--- config.mk ---
export PLATFORM = sky130hd
export DESIGN_NAME = seven_segment_decoder
export DESIGN_NICKNAME = d
export VERILOG_FILES = /design/src/rtl/seven_segment_decoder.sv
export SDC_FILE = /design/constraint.sdc
export NUM_CORES = 1
export LEC_CHECK = 0
export CAP_MARGIN = 20
export CORE_AREA = 2 2 89 91
export DETAILED_ROUTE_END_ITERATION = 10
export DIE_AREA = 0 0 91 93
export SLEW_MARGIN = 30
export SYNTH_ARGS = -nofsm -noshare
export SYNTH_HDL_FRONTEND = slang
export SYNTH_SLANG_ARGS = --single-unit
export TNS_END_PERCENT = 1
--- constraint.sdc ---
create_clock -name clk -period 8.3 [get_ports clk]
set_clock_uncertainty 0.2 [all_clocks]
set_input_delay 2.49 -clock clk [delete_from_list [all_inputs] [get_ports clk]]
set_output_delay 2.49 -clock clk [all_outputs]
set_load 0.1 [all_outputs]
--- src/rtl/seven_segment_decoder.sv ---
// seven_segment_decoder
//   Recovers the binary value 0..99, the "OV" indication or an error flag from a
//   two-digit seven-segment pattern. Each sample passes a glitch filter: a
//   pattern is accepted only after it has been sampled STABLE_CYCLES times in a
//   row, and it is accepted once per stable run.
//
//   Optional feature (macro SEG_DEC_STEP_CHECK_EN): count-step checker that
//   pulses step_err when a held legal value moves to anything other than
//   +1, wrap 99->0, reset to 0 or 99->OV. Without the macro step_err is tied 0.
//
// Parameters
//   STABLE_CYCLES  identical consecutive samples required before acceptance (>=1)
//   ACTIVE_LOW     1: segment inputs are active-low and are inverted when sampled
//
// Ports
//   clk       rising-edge clock
//   Reset     asynchronous active-high reset
//   seg_in    {A1..G1,A2..G2}, bit13 = A1 (tens A segment)
//   value     decoded value 0..99, holds the last legal value
//   valid     last accepted pattern was a legal number
//   ovf       last accepted pattern was "OV"
//   err       last accepted pattern was illegal
//   upd       one-cycle pulse when an acceptance changes {value,valid,ovf,err}
//   step_err  one-cycle pulse on an illegal count step

module seven_segment_decoder #(
  parameter int unsigned STABLE_CYCLES = 4,
  parameter bit          ACTIVE_LOW    = 1'b0
) (
  input  logic        clk,
  input  logic        Reset,
  input  logic [13:0] seg_in,
  output logic [6:0]  value,
  output logic        valid,
  output logic        ovf,
  output logic        err,
  output logic        upd,
  output logic        step_err
);

  localparam int unsigned SEG_W = 14;
  localparam int unsigned DIG_W = 7;
  localparam int unsigned VAL_W = 7;
  localparam int unsigned RUN_W = $clog2(STABLE_CYCLES + 1);

  localparam logic [RUN_W-1:0] RUN_MAX    = RUN_W'(STABLE_CYCLES);
  localparam logic [SEG_W-1:0] OV_PATTERN = 14'b11111100111110;

  // Segment code (ABCDEFG) to {legal, digit}
  function automatic logic [4:0] seg_to_digit(input logic [DIG_W-1:0] code);
    case (code)
      7'b1111110: return {1'b1, 4'd0};
      7'b0110000: return {1'b1, 4'd1};
      7'b1101101: return {1'b1, 4'd2};
      7'b1111001: return {1'b1, 4'd3};
      7'b0110011: return {1'b1, 4'd4};
      7'b1011011: return {1'b1, 4'd5};
      7'b1011111: return {1'b1, 4'd6};
      7'b1110000: return {1'b1, 4'd7};
      7'b1111111: return {1'b1, 4'd8};
      7'b1111011: return {1'b1, 4'd9};
      default:    return 5'd0;
    endcase
  endfunction

  logic [SEG_W-1:0] s_q,        s_d;
  logic [RUN_W-1:0] run_q,      run_d;
  logic             done_q,     done_d;
  logic [VAL_W-1:0] value_q,    value_d;
  logic             valid_q,    valid_d;
  logic             ovf_q,      ovf_d;
  logic             err_q,      err_d;
  logic             upd_q,      upd_d;

  logic             same;
  logic             fire;
  logic [4:0]       tens;
  logic [4:0]       ones;
  logic             tens_blank;
  logic             num_ok;
  logic [VAL_W-1:0] num_val;
  logic             is_ov;
  logic [VAL_W-1:0] n_value;
  logic             n_valid;
  logic             n_ovf;
  logic             n_err;
  logic             changed;

  // Sample, glitch filter and classification of the held sample
  always_comb begin
    s_d = ACTIVE_LOW ? ~seg_in : seg_in;

    // run_q == 0 only right after reset, so the first sample always opens a run
    same  = (s_d == s_q) && (run_q != '0);
    run_d = same ? ((run_q == RUN_MAX) ? run_q : run_q + RUN_W'(1)) : RUN_W'(1);

    // Accept exactly once: on the edge after the run first saturates
    fire   = (run_q == RUN_MAX) && !done_q;
    done_d = !same ? 1'b0 : (fire ? 1'b1 : done_q);

    tens       = seg_to_digit(s_q[13:7]);
    ones       = seg_to_digit(s_q[6:0]);
    tens_blank = (s_q[13:7] == '0);
    // A tens '0' is never a legal leading digit
    num_ok     = ones[4] && (tens_blank || (tens[4] && (tens[3:0] != 4'd0)));
    num_val    = tens_blank ? VAL_W'(ones[3:0])
                            : VAL_W'(tens[3:0]) * VAL_W'(10) + VAL_W'(ones[3:0]);
    is_ov      = (s_q == OV_PATTERN);

    n_value = num_ok ? num_val : value_q;
    n_valid = num_ok;
    n_ovf   = !num_ok && is_ov;
    n_err   = !num_ok && !is_ov;
    changed = {n_value, n_valid, n_ovf, n_err} != {value_q, valid_q, ovf_q, err_q};

    value_d = value_q;
    valid_d = valid_q;
    ovf_d   = ovf_q;
    err_d   = err_q;
    upd_d   = 1'b0;
    if (fire) begin
      value_d = n_value;
      valid_d = n_valid;
      ovf_d   = n_ovf;
      err_d   = n_err;
      upd_d   = changed;
    end
  end

  always_ff @(posedge clk or posedge Reset) begin
    if (Reset) begin
      s_q     <= '0;
      run_q   <= '0;
      done_q  <= 1'b0;
      value_q <= '0;
      valid_q <= 1'b0;
      ovf_q   <= 1'b0;
      err_q   <= 1'b0;
      upd_q   <= 1'b0;
    end else begin
      s_q     <= s_d;
      run_q   <= run_d;
      done_q  <= done_d;
      value_q <= value_d;
      valid_q <= valid_d;
      ovf_q   <= ovf_d;
      err_q   <= err_d;
      upd_q   <= upd_d;
    end
  end

`ifdef SEG_DEC_STEP_CHECK_EN
  logic step_ok;
  logic step_err_q, step_err_d;

  // Legal moves out of a valid state: +1, to 0 (covers 99->0 wrap), 99->OV
  always_comb begin
    step_ok    = (n_valid && (n_value == value_q + VAL_W'(1)))
              || (n_valid && (n_value == '0))
              || ((value_q == VAL_W'(99)) && n_ovf);
    step_err_d = fire && changed && valid_q && !step_ok;
  end

  always_ff @(posedge clk or posedge Reset) begin
    if (Reset) begin
      step_err_q <= 1'b0;
    end else begin
      step_err_q <= step_err_d;
    end
  end

  assign step_err = step_err_q;
`else
  assign step_err = 1'b0;
`endif

  assign value = value_q;
  assign valid = valid_q;
  assign ovf   = ovf_q;
  assign err   = err_q;
  assign upd   = upd_q;

endmodule

==> results.json, run 1 <==
{
  "status": "finished clean",
  "grt_start_max_net_pins": 30,
  "power_density_nw_per_um2": 124,
  "final_cell_area_sq_um": 2420,
  "syn_nets": 249,
  "grt_setup_unrepaired": "false",
  "seqPwrFrac_pct": 51.1,
  "finalSetupViolCount": 0,
  "muxShareOfSynthArea_pct": 2.03,
  "ys_seq_area_share_pct": 35.8,
  "holdWs_ps": 295,
  "syn_area_sq_um": 2030,
  "power_uw": 302,
  "cts_root_buffer": "clkbuf_8",
  "numPortBuffers": 26,
  "dp_cells": 335,
  "grt_pass1_vias": 1560,
  "synth_cell_types": 58,
  "slew_headroom_pct": 35.0,
  "start_util_pct": 27.0,
  "drv_slew": 0,
  "post_dp_cell_area_sq_um": 2340,
  "clk_pin_slew_ps": 60,
  "synth_fa_ha_area_share_pct": 6.91,
  "areaGrowthSynthToFinish_pct": 19.4,
  "track_usage_pct": 10.6,
  "vias": 1640,
  "synth_top_area_share_pct": 35.8,
  "grt_pass1_wl_um": 7380,
  "slowest_stage": "clkdlybuf4s50_1",
  "fin_crit_sh_pct": 54.9,
  "yosys-top-cells-area": "dfrtp_1 36%, xor2_1 6.0%, ha_1 4.9%",
  "critPathArrivalTime_ps": 1860,
  "overflow": 0,
  "gp_congestion": 0.822,
  "synthXorXnorAreaFrac_pct": 10.8,
  "core-area_sq_um": 7530,
  "synth_warnings": 0,
  "cts_max_level": 2,
  "cp_top_family": "buffers and inverters",
  "synth_compound_area_share_pct": 15.1,
  "cts_resized": 0,
  "dieArea_sq_um": 8460,
  "critPathMaxFanout": 4,
  "crit_chain": "clkdlybuf4s50_1",
  "pin_count": 28,
  "crit_type": "flop to output pin",
  "worst_slack_ps": 3750,
  "cts_tree": "done",
  "ir_drop_mv": 0.0691,
  "die_width_um": 91,
  "drive_gt1_share_pct": 6.64,
  "postCtsSetupBuffers": 0,
  "synth_ff_type": "dfrtp_1",
  "antenna_found_initial": 0,
  "synth-edff-count": 0,
  "fin_setup_tns_ps": 0,
  "cts_buffer_depth": 2,
  "power.internal_uw": 220,
  "clkPwrFrac_pct": 37.3,
  "crit_path_start_kind": "flop",
  "place_ws_ps": 3940,
  "cellLeakagePower_nw": 0.961,
  "insertion_delay_ps": 280,
  "drc": 0,
  "holdBufCountCts": 0,
  "drtPass1Iterations": 4,
  "post-route-util_pct": 32.2,
  "syn_avg_cell_area_sq_um": 9.10,
  "swShare_pct": 26.9,
  "tightestPinTransition_ps": 972,
  "max_freq_mhz": 220,
  "max_cap_viol_count": 0,
  "synth_top_family_by_area": "simple AND/OR/NAND/NOR gates",
  "end_kind": "output pin",
  "critPathMaxStageDelay_ps": 1170,
  "dp_hpwl_um": 3350,
  "path_buf_inv": 1,
  "ant_nets": 0,
  "stdcell_count": 343,
  "yosysTopAreaCell": "dfrtp_1",
  "async_reset_ff_share_pct": 100,
  "synth-seq-cells": 29,
  "wl_per_cell_um": 12.6,
  "vias_per_cell": 4.78,
  "combPwrFrac_pct": 11.6,
  "hp-class": "flop to flop",
  "critical_path_required_ps": 5610,
  "hold_viol": 0,
  "rows": 32,
  "nets": 266,
  "netlist_instances": 223,
  "period_minus_slack_ps": 4550,
  "die_h_um": 93,
  "numCtsBuffers": 5,
  "switchingPower_uw": 81.2,
  "yosys.area_share.simple_pct": 23.2,
  "antenna_cells": 0,
  "drtIter0Drc": 88,
  "cts_sinks": 29,
  "totalWireLength_um": 4340
}
power groups by stage:
| stage | Sequential [mW] | Combinational [mW] | Clock, mW |
|---|---|---|---|
| 2_1_floorplan | 0.149 | 0.0294 | 0 |
| 3_3_place_gp | 0.156 | 0.0353 | 0 |
| 3_5_place_dp | 0.156 | 0.0354 | 0 |
| 4_1_cts | 0.154 | 0.0356 | 0.115 |
| 5_1_grt | 0.155 | 0.0389 | 0.122 |
| 6_report | 0.154 | 0.0349 | 0.112 |
synth_stat cells, drive strengths merged (2+ instances only):
| cell type | n |
|---|---|
| a211oi | 2 |
| a21oi | 13 |
| and2 | 4 |
| and3 | 3 |
| buf | 7 |
| clkbuf | 10 |
| dfrtp | 29 |
| fa | 2 |
| ha | 8 |
| inv | 10 |
| mux2 | 3 |
| nand2 | 21 |
| nand2b | 2 |
| nand3 | 5 |
| nand3b | 3 |
| nand4 | 5 |
| nand4b | 2 |
| nor2 | 10 |
| nor2b | 2 |
| nor3 | 6 |
| nor3b | 5 |
| nor4 | 3 |
| o21ai | 11 |
| o21bai | 2 |
| o32ai | 2 |
| or2 | 3 |
| or3 | 2 |
| or4 | 2 |
| xnor2 | 11 |
| xor2 | 14 |
worst paths after layout:
kind                       startpoint       end  slack, ps  cells past startpoint
setup / recovery             value[1]  value[1]       3750                      1
hold / removal                 done_q    done_q        300                      2
setup reg to reg               s_q[8]       upd       4460                     14
hold reg to reg                done_q    done_q        300                      2
max in group asynchronous       Reset    s_q[4]       5250                      3
min in group asynchronous       Reset       ovf       2380                      3
cells in the final DEF, fill, tap and decap left out, types with 2 or more instances in the layout:
cell             instances
xor2_1                  14
nor2b_1                  2
clkdlybuf4s50_1         26
or2_2                    2
and3_1                   3
dfrtp_1                 29
xnor2_1                 11
nor3b_1                  5
a211oi_1                 2
nand4_1                  5
or4_1                    2
fa_1                     2
o21ai_0                  6
nand4b_1                 2
inv_1                   10
ha_1                     8
nand3b_1                 3
o21bai_1                 2
nor2_1                  10
or3_1                    2
clkbuf_8                 5
nor3_1                   6
nand3_1                  5
clkinv_2                 2
mux2_4                   2
nand2_1                 21
o21ai_1                  5
nor4_1                   3
and2_1                   3
a21oi_1                 13
nand2b_1                 2
logic make-up (layout without fill, tap and decap cells):
family,Yosys count,after routing
AND/OR/NAND/NOR,84,84
AO/OA/AOI/OAI,44,44
flip-flops,29,29
buffers and inverters,27,45
XOR/XNOR,25,25
adder cells (fa/ha/maj),10,10
multiplexers,3,3
other,1,1
registers in the layout, indices dropped and copies added, names as in the netlist:
register  count
run_q         3
valid         1
err           1
upd           1
s_q          14
ovf           1
value         7
done_q        1
cell type report:
class / count / area, sq um
multi-input cells: 167 / 1180
clock buffers: 6 / 72.6
clock inverters: 2 / 10.0
well taps: 102 / 128
fillers: 830 / 5100
flip-flops and latches: 29 / 726
inverters: 10 / 37.5
repair buffers: 27 / 268
per-layer routing:
metal	routed length, um	track usage (%)
met5	0	0
met3	233	2.98
met1	2170	14.6
met2	1920	16.8
met4	14	1.89
(Power assumes the default switching activity.)
==> inputs of run 2 (changes only) <==
==> constraint.sdc (replaced) <==
create_clock -name clk -period 4.4 [get_ports clk]
set_clock_uncertainty 0.2 [all_clocks]
set_input_delay 1.32 -clock clk [delete_from_list [all_inputs] [get_ports clk]]
set_output_delay 1.32 -clock clk [all_outputs]
set_load 0.1 [all_outputs]
==> run 2 against run 1 <==
Net effect: final area rose by 2.1%; combinational power up 89%; cell count unchanged; worst setup slack worse by 3100 ps; via count down 2.1%; wire length fell by 2.7%; largest power group is now the clock network; clock-buffer cell count shrank 1; global-route usage shrank 0.31 points; largest cell class unchanged; register-to-register slack worse by 3800 ps; critical path depth is 11 higher.
==> results.json, run 2 (synthesized netlist as in run 1, its figures left out) <==
{
  "ir_drop_mv": 0.134,
  "combPwrFrac_pct": 9.7,
  "max_cap_viol_count": 0,
  "grt_pass1_wl_um": 7200,
  "drc": 0,
  "antenna_cells": 0,
  "status": "finished clean",
  "cellLeakagePower_nw": 0.985,
  "min-delay-start": "done_q",
  "layout_commonest_cell": "dfrtp_1",
  "drtIter0Drc": 84,
  "power_density_nw_per_um2": 276,
  "critPathMaxStageDelay_ps": 530,
  "wl_per_cell_um": 12.3,
  "die_h_um": 93,
  "pin_count": 28,
  "cts_tree": "done",
  "n_fill_cell": 842,
  "cts_max_level": 2,
  "tightestPinTransition_ps": 978,
  "vias": 1605,
  "worst_slack_ps": 632,
  "crit_path_start": "s_q[8]",
  "critPathArrivalTime_ps": 3730,
  "slew_headroom_pct": 34.6,
  "fin_crit_sh_pct": 85.6,
  "cts_resized": 0,
  "holdBufCountCts": 0,
  "dieArea_sq_um": 8460,
  "slowest_stage": "nor4_1",
  "drv_slew": 0,
  "nets": 266,
  "holdWs_ps": 316,
  "r2r_setup_slack_ps": 630,
  "final_cell_mix": "29 x dfrtp_1, 26 x clkdlybuf4s50_1, 21 x nand2_1",
  "critPathMaxFanout": 8,
  "drtPass1Iterations": 4,
  "power_uw": 684,
  "critical_path_required_ps": 4360,
  "post_dp_cell_area_sq_um": 2340,
  "vias_per_cell": 4.68,
  "cts_buffer_depth": 2,
  "drive_gt1_share_pct": 7.05,
  "regMostFlops": "s_q",
  "place_ws_ps": 658,
  "final_cell_area_sq_um": 2470,
  "numCtsBuffers": 5,
  "max_freq_mhz": 265,
  "end_kind": "flop",
  "clk_pin_slew_ps": 70,
  "numPortBuffers": 26,
  "rows": 32,
  "antenna_found_initial": 0,
  "die_width_um": 91,
  "dp_hpwl_um": 3250,
  "ant_nets": 0,
  "track_usage_pct": 10.3,
  "switchingPower_uw": 153,
  "core-area_sq_um": 7530,
  "totalWireLength_um": 4220,
  "overflow": 0,
  "period_minus_slack_ps": 3770,
  "areaGrowthSynthToFinish_pct": 21.9,
  "seqPwrFrac_pct": 42.4,
  "grt_pass1_vias": 1485,
  "power.internal_uw": 531,
  "hp-class": "flop to flop",
  "path_common_cell": "ha_1",
  "finalSetupViolCount": 0,
  "hold_viol": 0,
  "crit_type": "flop to flop",
  "cts_sinks": 29,
  "rr_startpoint": "s_q[8]",
  "grt_start_max_net_pins": 30,
  "postCtsSetupBuffers": 0,
  "fin_setup_tns_ps": 0,
  "clkPwrFrac_pct": 47.9,
  "crit_chain": "nor4_1, and3_1, o21a_1, ha_1, ha_1, or2_2, and2_1, a211oi_1, xnor2_1, o221a_2, a41oi_1, a31o_1",
  "largest_register_ffs": 14,
  "cts_root_buffer": "clkbuf_8",
  "start_util_pct": 27.0,
  "gp_congestion": 0.843,
  "grt_setup_unrepaired": "false",
  "crit_path_start_kind": "flop",
  "insertion_delay_ps": 270,
  "swShare_pct": 22.3
}
## run 2: cell types whose count changed in the layout (fill, tap and decap cells not counted)
cell       before  now
clkinv_2        2    1
clkbuf_1        1    0
bufinv_16       0    2
## run 2: final timing paths
kind	to	cells past startpoint
min	done_q	2
max reg2reg	upd	12
max	upd	12
max in group asynchronous	s_q[2]	3
min reg2reg	done_q	2
min in group asynchronous	ovf	3
## run 2: worst max-delay path, delay by kind of cell, from the launching register on
kind,cells,cell delay [ps]
flip-flops,1,470
adder cells (fa/ha/maj),2,560
AND/OR/NAND/NOR,4,1220
AO/OA/AOI/OAI,5,1030
XOR/XNOR,1,180
## run 2: layout make-up
class                   count  area (sq um)  share of cell area (%)
multi-input cells         167          1180                    47.8
well taps                 102           128                    5.16
flip-flops and latches     29           726                    29.3
repair buffers             27           268                    10.8
clock buffers               5          68.8                    2.78
clock inverters             3          65.1                    2.63
inverters                  10          37.5                    1.52
## run 2: layer usage
layer / global-route usage (%) / up-vias / wire length, um
li1: - / 816 / -
met1: 15.0 / 754 / 2150
met2: 15.6 / 35 / 1880
met3: 2.74 / 0 / 192
met4: 1.52 / 0 / 0
met5: 0 / - / 0
## run 2: power groups by stage
| stage | sequential (mW) | clock, mW | combinational [mW] |
|---|---|---|---|
| 2_1_floorplan | 0.281 | 0 | 0.0554 |
| 3_3_place_gp | 0.294 | 0 | 0.0666 |
| 3_5_place_dp | 0.294 | 0 | 0.0669 |
| 4_1_cts | 0.289 | 0.335 | 0.0675 |
| 5_1_grt | 0.291 | 0.351 | 0.0736 |
| 6_report | 0.290 | 0.328 | 0.0661 |
## run 2: stage by stage
stage,std cells,utilization (%)
finish,343,32.9
detailed placement,335,31.1
global placement,335,31.1
CTS,343,32.9
floorplan,223,-
global route,343,32.9
==> inputs of run 3 (changes only) <==
--- a/config.mk
+++ b/config.mk
@@ -9,6 +9,7 @@
 export CORE_AREA = 2 2 89 91
 export DETAILED_ROUTE_END_ITERATION = 10
 export DIE_AREA = 0 0 91 93
+export HOLD_SLACK_MARGIN = 0.08
 export SLEW_MARGIN = 30
 export SYNTH_ARGS = -nofsm -noshare
 export SYNTH_HDL_FRONTEND = slang
==> results of run 3 <==
Final layout, timing and power as in run 2 (identical DEF).
